--- src/rtl/port_bus_scheduler.sv ---
// port_bus_scheduler: round-robin, time-sliced arbiter for the shared portBus/dataBus.
// Every grant is followed by one turnaround cycle, so two cores never drive the bus at once.
module port_bus_scheduler #(
  parameter int N_CORES = 4,
  parameter int Q_W     = 16,
  parameter int ID_W    = 2
) (
  input  logic               fastClk,
  input  logic               rstN,
  input  logic [N_CORES-1:0] req,
  input  logic [N_CORES-1:0] hlt,
  input  logic [N_CORES-1:0] done,
  input  logic [Q_W-1:0]     quantum,
  output logic [N_CORES-1:0] grant,
  output logic [ID_W-1:0]    grantId,
  output logic               busy,
  output logic               preempt,
  output logic [Q_W-1:0]     sliceCnt
);
  localparam logic [1:0] IDLE    = 2'd0;
  localparam logic [1:0] GRANT   = 2'd1;
  localparam logic [1:0] RELEASE = 2'd2;
  logic [1:0]         state;
  logic [ID_W-1:0]    ptr, win, idx;
  logic [Q_W-1:0]     q_lat;
  logic [N_CORES-1:0] elig, others;
  logic               found, rel, expire;
  assign elig   = req & ~hlt;
  assign others = elig & ~grant;
  assign rel    = done[grantId] | ~req[grantId] | hlt[grantId];
  assign expire = (q_lat != '0) && (sliceCnt == '0);
  // Scan from the farthest offset down so the one nearest ptr wins last.
  always_comb begin
    found = 1'b0;
    win   = '0;
    idx   = '0;
    for (int i = N_CORES - 1; i >= 0; i--) begin
      idx = ID_W'((int'(ptr) + i) % N_CORES);
      if (elig[idx]) begin
        found = 1'b1;
        win   = idx;
      end
    end
  end
  always_ff @(posedge fastClk or negedge rstN) begin
    if (!rstN) begin
      state    <= IDLE;
      grant    <= '0;
      grantId  <= '0;
      busy     <= 1'b0;
      preempt  <= 1'b0;
      sliceCnt <= '0;
      ptr      <= '0;
      q_lat    <= '0;
    end else if (state == GRANT) begin
      if (rel || (expire && others != '0)) begin
        state   <= RELEASE;
        grant   <= '0;
        busy    <= 1'b0;
        preempt <= ~rel;
      end else if (expire) begin
        sliceCnt <= q_lat - 1'b1;
      end else if (q_lat != '0) begin
        sliceCnt <= sliceCnt - 1'b1;
      end
    end else begin
      preempt <= 1'b0;
      if (found) begin
        state    <= GRANT;
        grant    <= {{(N_CORES-1){1'b0}}, 1'b1} << win;
        grantId  <= win;
        busy     <= 1'b1;
        q_lat    <= quantum;
        sliceCnt <= (quantum == '0) ? '0 : quantum - 1'b1;
        ptr      <= ID_W'((int'(win) + 1) % N_CORES);
      end else begin
        state    <= IDLE;
        grantId  <= '0;
        sliceCnt <= '0;
      end
    end
  end
endmodule
--- config.mk ---
export PLATFORM = sky130hd
export DESIGN_NAME = port_bus_scheduler
export DESIGN_NICKNAME = d
export VERILOG_FILES = /design/src/rtl/port_bus_scheduler.sv
export SDC_FILE = /design/constraint.sdc
export NUM_CORES = 1
export LEC_CHECK = 0
export BUFFER_PORTS_ARGS = -buffer_cell sky130_fd_sc_hd__buf_2
export CAP_MARGIN = 20
export CORE_ASPECT_RATIO = 2
export CORE_MARGIN = 5
export CORE_UTILIZATION = 45
export DETAILED_ROUTE_END_ITERATION = 10
export HOLD_SLACK_MARGIN = 0.05
export PLACE_DENSITY = 0.68
export SYNTH_ARGS = -nofsm -noshare
export SYNTH_HDL_FRONTEND = slang
export SYNTH_SLANG_ARGS = --single-unit
--- constraint.sdc ---
create_clock -name fastClk -period 3.38 [get_ports fastClk]
set_clock_uncertainty 0.2 [all_clocks]
set_input_delay 0.169 -clock fastClk [delete_from_list [all_inputs] [get_ports fastClk]]
set_output_delay 0.169 -clock fastClk [all_outputs]
set_load 0.005 [all_outputs]
==> run summary, run 1 <==
Outcome - completed
Slew Limit Fails - 0
WS Path Type - register to register
Post-synthesis xor/xnor area fraction - 0.0406
Antenna Cells - 0
Largest family of logic cells by synthesized area - simple AND/OR/NAND/NOR gates
Register area - 1100 sq um
Met2 WL - 5.79 mm
Initial DRC count - 292
Die ar. - 8540 sq um
Mux contribution to synthesized area - 0.00664
Tmin final - 3.22 ns
Via density per instance - 5.97
Vias in the first global route - 3338
GRT Util Overall - 0.259
Worst vdd ir - 599 uV
Setup Fix Bufs, Post-CTS - 0
Hold path depth - 5
Setup crit end kind - register
Maximum net fanout on the critical path - 4
RD Place Congestion - 0.953
Gate power share - 0.524
Core area - 6570 sq um
DP Area - 3550 sq um
CTS Root Cell - clkbuf_16
Syn_nets - 409
Post-synthesis adder-cell area fraction - 0.0290
CTS tree - yes
Most frequent cells in the layout - nand2_1, buf_2, dfrtp_1
Seq/Total Area, Yosys - 0.365
Worst-Skew Late Latency - 0.29 ns
Layout cells sized above 1 - 0.227
Flop pwr share - 0.313
Dpl ws - 0.0777 ns
Final setup violation count - 0
Period utilization - 0.952
Initial antenna violation count - 0
First-pass GRT wire length - 16.8 mm
Sw Share - 0.452
Yosys cell types - 55
Layout fillers - 605
Hold Path Class - input pin to register
Hold slack - 0.227 ns
Simple-gate share of the synthesized area - 0.299
Rows - 42
Final hold violations - 0
Die height - 126 um
Total of max-cap violations - 0
Dpl hpwl - 7.74 mm
Reg2Reg Depth - 12
M1 wire length - 3.64 mm
Post-DRT Antenna Nets - 0
Dpl cells - 527
Syn Inst Count - 372
Initial Utilization - 0.459
Die X - 67.9 um
DR top layer - met4
Worst endpoint required time - 3.38 ns
Met3 wire length - 490 um
F_max - 311 MHz
Data arrival time of the worst path - 3.22 ns
Layout net count - 502
Clock Power Share - 0.163
CTS max path bufs - 2
Post-route cell area - 3950 sq um
Worst Tran Pin Value - 0.737 ns
Largest net degree at the start of global routing - 45
WL final - 10.5 mm
Complex-gate fraction of the synthesized area - 0.229
P_sw - 1.54 mW
Ys async rst share - 1.00
Yosys warnings - 0
Main synth FF type - dfrtp_1
Num CTS Buffers - 5
Reg2Reg Setup Slack - 0.16 ns
Leakage - 1.79 nW
Yosys reg bits - 44
Final Power - 3.41 mW
Hold path endpoint - preempt
Crit start category - register
Area grow syn2layout - 31.0%
Leading cell type in the layout, fill and taps excluded - nand2_1
Final worst slack - 0.162 ns
Reg-to-Reg Start - q_lat[5]
CTS H-Tree Depth - 2
Wire per inst - 18.9 um
Avg Inst Size Synth - 8.11 sq um
Cell area after synthesis - 3020 sq um
Pwr/cell area - 863 nW/um^2
Gr ovfl total - 0
Slew HR - 0.505
HP Start - done[1]
Post-route insts no fill - 554
I/O pin cnt - 54
Drt first pass iters - 4
Port bufs - 53
Post-synth EDFFs - 0
Clock slew at reported path FFs - 0.06 ns
Area of the multi-input gates - 1870 sq um
Via count - 3306
Clock Sinks - 44
# DRC - 0
Reg-to-Reg End - sliceCnt[4]
Cell Int Power - 1.87 mW
kinds of logic after synthesis:
group           Yosys count
simple gates            181
compound gates          101
flops                    44
buf+inv                  23
xor+xnor                 14
fa+ha+maj                 7
mux                       2
state kept, by name, indices dropped and copies added (netlist names):
register and cells:
grantId 2, busy 1, grant 4, sliceCnt 16, q_lat 16, ptr 2, state 2, preempt 1
cell type report:
type	instances	share of cell area
clock buffer	5	0.0317
sequential	44	0.279
inverter	9	0.00855
timing repair buffer	100	0.170
multi-input combinational	305	0.472
clock inverter	3	0.0108
tap	88	0.0279
worst max-delay path by stage:
stage                    from           end  slack, ns  cells after the start
floorplan           q_lat[11]  sliceCnt[12]       0.03                     12
global placement    q_lat[13]  sliceCnt[12]       0.14                     12
detailed placement  q_lat[13]  sliceCnt[12]       0.08                     12
CTS                 q_lat[13]  sliceCnt[12]       0.04                     12
global route         q_lat[5]  sliceCnt[12]     -0.009                     12
finish               q_lat[5]   sliceCnt[4]       0.16                     12
stage by stage:
step | utilization | setup TNS, ns
3_3_place_gp | 0.539 | 0
6_report | 0.602 | 0
3_5_place_dp | 0.540 | 0
4_1_cts | 0.592 | 0
5_1_grt | 0.602 | -0.00872
2_1_floorplan | - | 0
worst max-delay path: stages, from the launching register on:
cell and delay, ns:
dfrtp_1 0.41, or4_4 0.57, nor4_4 0.32, nor3_2 0.10, a21oi_2 0.16, ha_1 0.19
nor3b_4 0.23, inv_1 0.08, a31oi_2 0.25, a21boi_1 0.20, a211oi_1 0.07, a211o_1 0.27
o221ai_1 0.07
cells in the mapped netlist (5+ instances only):
library cell | instances | area share
a21oi_1 | 18 | 0.030
a31oi_1 | 5 | 0.010
clkbuf_1 | 9 | 0.011
dfrtp_1 | 44 | 0.36
ha_1 | 7 | 0.029
inv_1 | 9 | 0.011
nand2_1 | 68 | 0.085
nand2b_1 | 12 | 0.025
nor2_1 | 36 | 0.045
nor3_1 | 16 | 0.027
nor4_1 | 5 | 0.010
o21ai_0 | 24 | 0.040
o22ai_1 | 7 | 0.015
or3_1 | 7 | 0.015
or4_1 | 7 | 0.017
xnor2_1 | 6 | 0.017
xor2_1 | 8 | 0.023
per-layer routing:
metal,vias to the layer above,track usage
li1,1559,-
met1,1593,0.272
met2,120,0.463
met3,34,0.0455
met4,0,0.144
met5,-,0
power groups by stage:
stage / sequential, mW / combinational (mW) / clock [mW]
finish: 1.07 / 1.79 / 0.557
global route: 1.10 / 1.96 / 0.581
CTS: 1.06 / 1.74 / 0.564
detailed placement: 1.06 / 1.72 / 0
global placement: 1.05 / 1.70 / 0
floorplan: 1.02 / 1.01 / 0
what timing repair did:
action	CTS	global route
hold buffers	17	1
endpoints found under the setup margin	0	6
endpoints found under the hold margin	62	3
gates resized for setup	0	7
(Power assumes the default switching activity.)
==> run 2: changes to the inputs <==
ABC_AREA = 1   (was unset)
CORE_MARGIN = unset   (was 5)
==> run 2 against run 1 <==
Critical path type unchanged. Register-to-register slack improved by 0.52 ns. Routed wire length fell by 3.9%. First-iteration DRC count fell by 36%. Worst hold slack got worse by 0.17 ns. Utilization fell by 4.1 points. Design area fell by 1.5%. Worst setup slack improved by 0.52 ns. Critical endpoint is now sliceCnt[8]. Sequential power fell by 8%. Critical path depth rose by 3. Global-route usage rose by 3.7 points. Sequential cell count did not move. Clock power fell by 7.7%.
==> run summary, run 2 <==
Syn_nets - 531
Worst Tran Pin Value - 0.623 ns
Cell area after synthesis - 3210 sq um
Register area - 1100 sq um
Maximum net fanout on the critical path - 19
TNS Setup - 0 ns
Period utilization - 0.799
Leading area contributor after synthesis - dfrtp_1
Final Power - 3.37 mW
Crit path top cell by count - nand2_1
Setup crit end kind - register
Tmin final - 2.70 ns
Count leader, synth - nand2_1
WS Path Type - register to register
Final hold violations - 0
Clock Sinks - 44
Hold slack - 0.0615 ns
Die ar. - 7500 sq um
Num CTS Buffers - 5
Vias in the first global route - 3428
Via density per instance - 5.26
Synth top area share - 0.343
Data arrival time of the worst path - 2.72 ns
Post-synth EDFFs - 0
Most frequent cells in the layout - nand2_1, inv_1, nor2_1
CP bufs+invs - 2
Layout net count - 602
Core area - 6940 sq um
Worst-path cell chain - inv_1 > nand2_1 > nor2_1 > nand2_1 > nor2_2 > buf_4 > nand3b_1 > nand2_1 > ha_1 > nand2_2 > nor2_2 > nand2_1 > a21oi_1 > o21ai_0 > a21oi_1
Avg Inst Size Synth - 6.50 sq um
Worst endpoint required time - 3.40 ns
Total of max-cap violations - 0
Ys async rst share - 1.00
RSZ-0062 raised after global routing - no
Clock slew at reported path FFs - 0.06 ns
Wire per inst - 15.3 um
Dpl hpwl - 7.95 mm
Area of the multi-input gates - 1770 sq um
CTS max path bufs - 2
Hold Path Class - input pin to register
Slew Limit Fails - 0
CTS tree - yes
I/O pin cnt - 54
Initial DRC count - 188
Leading cell type in the layout, fill and taps excluded - nand2_1
Final setup violation count - 0
Via count - 3445
Synth top cells by count - nand2_1, inv_1, nor2_1
Main synth FF type - dfrtp_1
Drt first pass iters - 5
Met3 Use GR - 0.0426
Largest net degree at the start of global routing - 45
CP max stage delay - 0.42 ns
# DRC - 0
Outcome - completed
Pwr/cell area - 865 nW/um^2
Layout fillers - 695
CTS Root Cell - clkbuf_16
Top Registers - q_lat (16), sliceCnt (16), grant (4)
Slew HR - 0.581
RD Place Congestion - 1.01
Syn Inst Count - 494
Crit path max-delay cell type - dfrtp_1
Area grow syn2layout - 21.2%
Yosys warnings - 0
Layout cells sized above 1 - 0.156
Leakage - 2.02 nW
Gr ovfl total - 0
F_max - 370 MHz
Largest delay share family, worst path - simple AND/OR/NAND/NOR gates
Die X - 61.7 um
Grt peak-use layer - met2
Worst-Skew Late Latency - 0.29 ns
Yosys reg bits - 44
Rows - 43
Yosys cell types - 36
Global-route track usage on met2 - 0.538
Top cells by area, synth - dfrtp_1, nand2_1, inv_1
Antenna Cells - 0
Core Util, Final - 0.561
Port bufs - 53
Worst vdd ir - 558 uV
Crit start category - register
Initial Utilization - 0.463
WL final - 10.0 mm
Initial antenna violation count - 0
GRT Util Overall - 0.296
First-pass GRT wire length - 15.9 mm
Die height - 121 um
Seq/Total Area, Yosys - 0.343
Post-DRT Antenna Nets - 0
CTS H-Tree Depth - 2
Met1 Use GR - 0.286
[run 2: path summary, 6_finish.rpt]
check	startpoint	to	slack, ns	cells past startpoint
worst max register to register	sliceCnt[12]	sliceCnt[8]	0.68	15
min in group asynchronous	rstN	busy	0.58	3
max in group asynchronous	rstN	q_lat[7]	1.96	4
worst max-delay path	sliceCnt[12]	sliceCnt[8]	0.68	15
worst min register to register	busy	busy	0.27	2
worst min-delay path	done[2]	preempt	0.06	4
[run 2: cells by family (layout without fill, tap and decap cells)]
| family | Yosys count | after routing | share of synthesized area |
|---|---|---|---|
| AO/OA/AOI/OAI | 80 | 80 | 0.140 |
| AND/OR/NAND/NOR | 272 | 272 | 0.361 |
| flip-flops | 44 | 44 | 0.343 |
| XOR/XNOR | 8 | 8 | 0.0218 |
| adder cells (fa/ha/maj) | 7 | 7 | 0.0273 |
| buffers and inverters | 83 | 154 | 0.108 |
[run 2: routing by layer]
metal	up-vias	wire length, um
li1	1715	-
met4	0	701
met2	109	5490
met5	-	0
met1	1579	3530
met3	42	323
[run 2: through the flow]
| stage | worst slack (ns) | cell area, sq um | cells |
|---|---|---|---|
| after floorplan | 1.20 | 3210 | 494 |
| after global placement | 0.754 | 3560 | 631 |
| after detailed placement | 0.733 | 3560 | 631 |
| after CTS | 0.692 | 3860 | 653 |
| after global routing | 0.390 | 3890 | 655 |
| final | 0.680 | 3890 | 655 |
[run 2: layout make-up]
| cell class | instances | area share |
|---|---|---|
| Clock buffer | 7 | 0.0392 |
| Multi-Input combinational cell | 367 | 0.454 |
| Timing Repair Buffer | 77 | 0.128 |
| Sequential cell | 44 | 0.283 |
| Inverter | 70 | 0.0675 |
| Tap cell | 90 | 0.0289 |
[run 2: what timing repair did]
item | 4_1_cts | 5_1_grt
gates resized for setup | 0 | 0
endpoints found under the hold margin | 59 | 4
hold buffers | 15 | 1
setup endpoints to repair | 0 | 0
buffers inserted | 0 | 0
[run 2: where the power goes]
group | internal [mW] | switching [mW]
combinational | 0.642 | 1.23
clock | 0.310 | 0.204
sequential | 0.786 | 0.195
total | 1.74 | 1.63
[run 2: tightest hold or removal path, cell delays in order]
cell	delay, ns
buf_2	0.08
o31ai_1	0.07
nand2_1	0.11
a211oi_1	0.07
